==> config.mk <==
export PLATFORM = sky130hd
export DESIGN_NAME = sd_cmd_arbiter
export DESIGN_NICKNAME = d
export VERILOG_FILES = /design/src/rtl/sd_cmd_arbiter.sv
export SDC_FILE = /design/constraint.sdc
export NUM_CORES = 1
export LEC_CHECK = 0
export ABC_AREA = 1
export CORE_MARGIN = 3
export CORE_UTILIZATION = 25
export DETAILED_ROUTE_END_ITERATION = 16
export GPL_TIMING_DRIVEN = 0
export PLACE_DENSITY = 0.58
export SLEW_MARGIN = 30
export SYNTH_ARGS = -nofsm -noshare
export SYNTH_HDL_FRONTEND = slang
export SYNTH_SLANG_ARGS = --single-unit
==> constraint.sdc <==
create_clock -name iClock_host -period 3.1 [get_ports iClock_host]
set_input_delay 0.31 -clock iClock_host [delete_from_list [all_inputs] [get_ports iClock_host]]
set_output_delay 0.31 -clock iClock_host [all_outputs]
set_load 0.01 [all_outputs]
==> src/rtl/sd_cmd_arbiter.sv <==
`timescale 1ns/1ps
// Two-requester arbiter in front of the SD host command controller; owns the command timeout.
// Define SD_CMD_ARB_ROUND_ROBIN_EN for round-robin arbitration; otherwise requester 0 has fixed priority.
module sd_cmd_arbiter #(
    parameter int TIMEOUT_W      = 16,
    parameter int TIMEOUT_CYCLES = 1000
) (
    input  logic        iClock_host,
    input  logic        iReset,
    input  logic        iReq0,
    input  logic        iReq1,
    input  logic [5:0]  iIndex0,
    input  logic [5:0]  iIndex1,
    input  logic [31:0] iArg0,
    input  logic [31:0] iArg1,
    output logic        oGrant0,
    output logic        oGrant1,
    output logic        oDone0,
    output logic        oDone1,
    output logic [47:0] oResponse,
    output logic        oIndexError,
    output logic        oTimedOut,
    output logic        oBusy,
    input  logic        iIdle,
    input  logic        iCommand_complete,
    input  logic [47:0] iResponse,
    input  logic        iCommand_index_error,
    output logic        oNew_command,
    output logic [5:0]  oCmd_index,
    output logic [31:0] oCmd_argument,
    output logic        oTimeout_enable,
    output logic        oTimeout
);

    localparam logic [2:0] IDLE      = 3'd0;
    localparam logic [2:0] ISSUE     = 3'd1;
    localparam logic [2:0] START     = 3'd2;
    localparam logic [2:0] WAIT_DONE = 3'd3;
    localparam logic [2:0] DRAIN     = 3'd4;
    localparam logic [2:0] REPORT    = 3'd5;

    // The pulse fires on the edge where the count steps to TIMEOUT_CYCLES-1.
    localparam logic [TIMEOUT_W-1:0] TIMEOUT_LAST = TIMEOUT_W'(TIMEOUT_CYCLES - 2);

    logic [2:0]           state;
    logic [2:0]           nextState;
    logic [TIMEOUT_W-1:0] timeoutCount;
    logic                 grantedReq;
    logic                 anyReq;
    logic                 winner;
    logic                 timeoutHit;

    assign anyReq     = iReq0 | iReq1;
    assign timeoutHit = ((state == START) || (state == WAIT_DONE)) && (timeoutCount == TIMEOUT_LAST);

`ifdef SD_CMD_ARB_ROUND_ROBIN_EN
    logic rrPointer;

    assign winner = (iReq0 && iReq1) ? rrPointer : iReq1;

    always_ff @(posedge iClock_host) begin
        if (iReset)
            rrPointer <= 1'b0;
        else if (state == REPORT)
            rrPointer <= ~grantedReq;
    end
`else
    assign winner = ~iReq0;
`endif

    always_comb begin
        // NOTE: default assignment first so no path through the case leaves nextState unassigned (no latch).
        nextState = state;
        case (state)
            IDLE:      if (anyReq) nextState = ISSUE;
            ISSUE:     if (iIdle) nextState = START;
            START:     if (timeoutHit) nextState = DRAIN;
                       else if (!iIdle) nextState = WAIT_DONE;
            WAIT_DONE: if (timeoutHit) nextState = DRAIN;
                       else if (iIdle && iCommand_complete) nextState = REPORT;
            DRAIN:     if (iIdle) nextState = REPORT;
            REPORT:    nextState = IDLE;
            default:   nextState = IDLE;
        endcase
    end

    always_ff @(posedge iClock_host) begin
        if (iReset) begin
            state           <= IDLE;
            timeoutCount    <= '0;
            grantedReq      <= 1'b0;
            oGrant0         <= 1'b0;
            oGrant1         <= 1'b0;
            oDone0          <= 1'b0;
            oDone1          <= 1'b0;
            oResponse       <= '0;
            oIndexError     <= 1'b0;
            oTimedOut       <= 1'b0;
            oBusy           <= 1'b0;
            oNew_command    <= 1'b0;
            oCmd_index      <= '0;
            oCmd_argument   <= '0;
            oTimeout_enable <= 1'b0;
            oTimeout        <= 1'b0;
        end else begin
            // NOTE: sequential state uses non-blocking assignments; pulses default low and are raised for one edge below.
            state    <= nextState;
            oBusy    <= (nextState != IDLE);
            oGrant0  <= 1'b0;
            oGrant1  <= 1'b0;
            oDone0   <= 1'b0;
            oDone1   <= 1'b0;
            oTimeout <= 1'b0;

            case (state)
                IDLE: begin
                    if (anyReq) begin
                        grantedReq      <= winner;
                        oGrant0         <= ~winner;
                        oGrant1         <= winner;
                        oCmd_index      <= winner ? iIndex1 : iIndex0;
                        oCmd_argument   <= winner ? iArg1 : iArg0;
                        oTimedOut       <= 1'b0;
                        oTimeout_enable <= 1'b1;
                    end
                end
                ISSUE: begin
                    if (iIdle) timeoutCount <= '0;
                end
                START, WAIT_DONE: begin
                    if (timeoutHit) begin
                        oTimeout     <= 1'b1;
                        oTimedOut    <= 1'b1;
                        oResponse    <= '0;
                        oIndexError  <= 1'b0;
                        oNew_command <= 1'b0;
                    end else begin
                        timeoutCount <= timeoutCount + 1'b1;
                        if (state == START) begin
                            // Held until the controller is seen leaving idle.
                            oNew_command <= iIdle;
                        end else if (iIdle && iCommand_complete) begin
                            oResponse   <= iResponse;
                            oIndexError <= iCommand_index_error;
                        end
                    end
                end
                REPORT: begin
                    oDone0          <= ~grantedReq;
                    oDone1          <= grantedReq;
                    oTimeout_enable <= 1'b0;
                end
                default: ;
            endcase
        end
    end

endmodule

==> flow_summary_export.csv <==
group,metric,value,unit
run_status,outcome,"finished clean",
hold_path,hp-start,"iReq0",
sta,relSlewSlack,0.589,
pwr,cellPowerDensity,536,nW/um^2
setup_path,crit_arrival,2160,ps
setup_path,path_class,"reg2reg",
final_layout,nNetsFinal,1058,
hold_path,hold_path.class,"in2reg",
logic_synthesis,netlist_instances,684,
logic_synthesis,syn-num-nets,817,
cts,htree_levels,4,
logic_synthesis,syn_area,5160,um^2
die,io_pins,227,
hold_path,holdPathStages,3,
cts,cts.clk_slew.worst_paths,60,ps
placement,dp_hpwl,13800,um
die,die_w,150,um
sta,tightestPinTransition,617,ps
placement,finalWeightedCongestion,0.836,
cts,post_cts_resized,0,
placement,placed_area,7710,um^2
pwr,ir_drop,0.391,mV
logic_synthesis,ys_ff_latch,116,
pwr,p_leak,0.00299,uW
sta,slew_violations,0,
sta,layout_min_cycle_time,1890,ps
final_layout,final_cell_mix,"clkdlybuf4s50_1 (222), nand2_1 (187), dfxtp_1 (116), nand3_1 (65), nand4_1 (56)",
cts,cts_root_buffer,"clkbuf_16",
cts,clk_latency,410,ps
sta,finalClockSkew,11.8,ps
setup_path,rr_startpoint,"timeoutCount[0]$_SDFFE_PP0P_",
setup_path,worstRegToRegCells,11,
final_layout,design_area,8340,um^2
final_layout,syn_to_final_growth,61.6,%
logic_synthesis,synthDistinctLibCells,31,
detailed_routing,ant_nets,0,
sta,fin_tns_setup,0,ps
setup_path,cp-start-kind,"flip-flop",
die,start_util,0.260,
cts,cts_hold_buf,0,
cts,cts_buffer_depth,2,
cts,cts_made_buffers,17,
hold_path,worstHoldEndpoint,"oCmd_index[5]$_SDFFE_PP0P_",
global_routing,grt_pass1_wl,28800,um
global_routing,antenna_found_initial,0,
sta,finalHoldViolations,0,
setup_path,cp_max_fo,10,
setup_path,max_stage_delay,350,ps
die,rows,51,
global_routing,gr-total-overflow,0,
sta,finalCritPeriodShare,0.611,
cts,cts_tree,"built",
global_routing,grt_pass1_vias,5442,
detailed_routing,post_drt_wl_per_cell,15.1,um
final_layout,final_layout_size_suffix_gt1_frac,0.0768,
detailed_routing,dr.pass1.iters,5,
sta,rsz0062_at_grt,"no",
logic_synthesis,postSynthAreaPerCell,7.54,um^2
die,dieArea,22400,um^2
final_layout,layout_commonest_cell,"clkdlybuf4s50_1",
detailed_routing,drc_errors,0,
die,core-area,19800,um^2
final_layout,fillers,2000,
run,cap_violations,0,
detailed_routing,wirelength,18200,um
die,die_h,150,um
placement,port_buffers,222,
detailed_routing,num_vias,5567,
final_layout,antenna_cells,0,
setup_path,crit_chain,"inv_1 > ha_1 > inv_1 > nor2_1 > nand2_1 > nor2_4 > nand2_4 > nor2_2 > buf_4 > buf_4 > a211oi_1",
logic_synthesis,ys_warn_count,0,
cts,cts.sinks,116,
sta,fmax,0.528,GHz
global_routing,grt_max_degree,17,
global_routing,track_usage,0.163,
setup_path,regToRegEndpoint,"oResponse[37]$_SDFFE_PP0P_",
setup_path,critPathCaptureType,"flip-flop",
setup_path,crit_required,3370,ps
logic_synthesis,yosysSeqAreaShare,0.450,
detailed_routing,dr.first_iter.drc_count,289,
cts,cts_setup_buffers,0,
setup_path,ff2ff_setup_slack,1210,ps
setup_path,slowest_stage,"dfxtp_1",
detailed_routing,via_per_inst,4.63,
sta,final-setup-viol-count,0,
## per-stage QoR
| step | std cells | util | hold slack (ps) | total power, uW | worst slack [ps] |
|---|---|---|---|---|---|
| 2_1_floorplan | 684 | - | 423 | 2000 | 1560 |
| 3_3_place_gp | 1171 | 0.389 | 444 | 2440 | 1150 |
| 3_5_place_dp | 1171 | 0.389 | 444 | 2440 | 1110 |
| 4_1_cts | 1203 | 0.420 | 227 | 4540 | 1160 |
| 5_1_grt | 1203 | 0.420 | 247 | 4670 | 1010 |
| 6_report | 1203 | 0.420 | 248 | 4470 | 1210 |
## per-layer routing
| layer | up-vias | global-route usage | share of wire |
|---|---|---|---|
| li1 | 2863 | - | - |
| met1 | 2565 | 0.198 | 0.43 |
| met2 | 123 | 0.271 | 0.50 |
| met3 | 16 | 0.0584 | 0.058 |
| met4 | 0 | 0.0494 | 0.017 |
| met5 | - | 0 | 0 |
## cells by family (layout without fill, tap and decap cells)
family,after synthesis,in the layout,synth area share
DFF,116,116,0.450
xor gates and xnor gates,2,2,0.00340
buffers and inverters,89,343,0.0766
and+or+nand+nor,361,361,0.322
AOI/OAI and AO/OA,114,114,0.143
adders and majority gates,2,2,0.00485
## synth_stat cells, drive strengths merged
cell type	n	area, um^2
nand3	65	325
nor3	8	40.0
nor2	43	224
clkinv	1	3.75
nand4	56	350
xnor2	1	8.76
o21ai	26	130
a211oi	49	368
clkbuf	32	120
nor3b	1	7.51
o21bai	1	7.51
a31oi	21	131
dfxtp	116	2320
inv	32	120
buf	24	151
o31ai	1	7.51
ha	2	25.0
nand2	188	713
xor2	1	8.76
a21oi	16	95.1
## how the worst max path moves through the flow
| stage | start | endpoint | slack [ps] | cells past startpoint |
|---|---|---|---|---|
| after floorplan | timeoutCount[0]$_SDFFE_PP0P_ | oResponse[35]$_SDFFE_PP0P_ | 1560 | 11 |
| after global placement | iReset | oTimedOut$_SDFFE_PP0P_ | 1150 | 4 |
| after detailed placement | iReset | oTimedOut$_SDFFE_PP0P_ | 1110 | 4 |
| after CTS | timeoutCount[0]$_SDFFE_PP0P_ | oResponse[37]$_SDFFE_PP0P_ | 1160 | 11 |
| after global routing | timeoutCount[0]$_SDFFE_PP0P_ | oResponse[30]$_SDFFE_PP0P_ | 1010 | 11 |
| final | timeoutCount[0]$_SDFFE_PP0P_ | oResponse[37]$_SDFFE_PP0P_ | 1210 | 11 |
## report_power, final
group	total (uW)	switching (uW)	internal, uW
sequential	1640	50.0	1590
combinational	761	370	391
clock	2070	708	1360
total	4470	1130	3340
## worst max-delay path: cells and delay by family (launching register included)
family	cells	cell delay [ps]
AND/OR/NAND/NOR	5	590
flip-flops	1	350
AO/OA/AOI/OAI	1	60
adder cells (fa/ha/maj)	1	200
buffers and inverters	4	570
## flip-flops by register name, indices dropped and copies added, names as in the netlist
name	count
oResponse	48
oCmd_argument	32
timeoutCount	16
oCmd_index	6
state	3
grantedReq	1
oBusy	1
oDone0	1
oDone1	1
oGrant0	1
oGrant1	1
oIndexError	1
oNew_command	1
oTimedOut	1
oTimeout	1
oTimeout_enable	1
## cell type report
type,instances,area [um^2],share of cell area
plain buffers,56,272,0.0326
clock buffers,19,443,0.0531
clock inverters,13,183,0.0219
inverters,33,124,0.0149
multi-input cells,479,2440,0.293
flip-flops and latches,116,2320,0.278
well taps,265,332,0.0398
repair buffers,222,2220,0.266
Note: power is estimated with default switching activity, not from simulation.
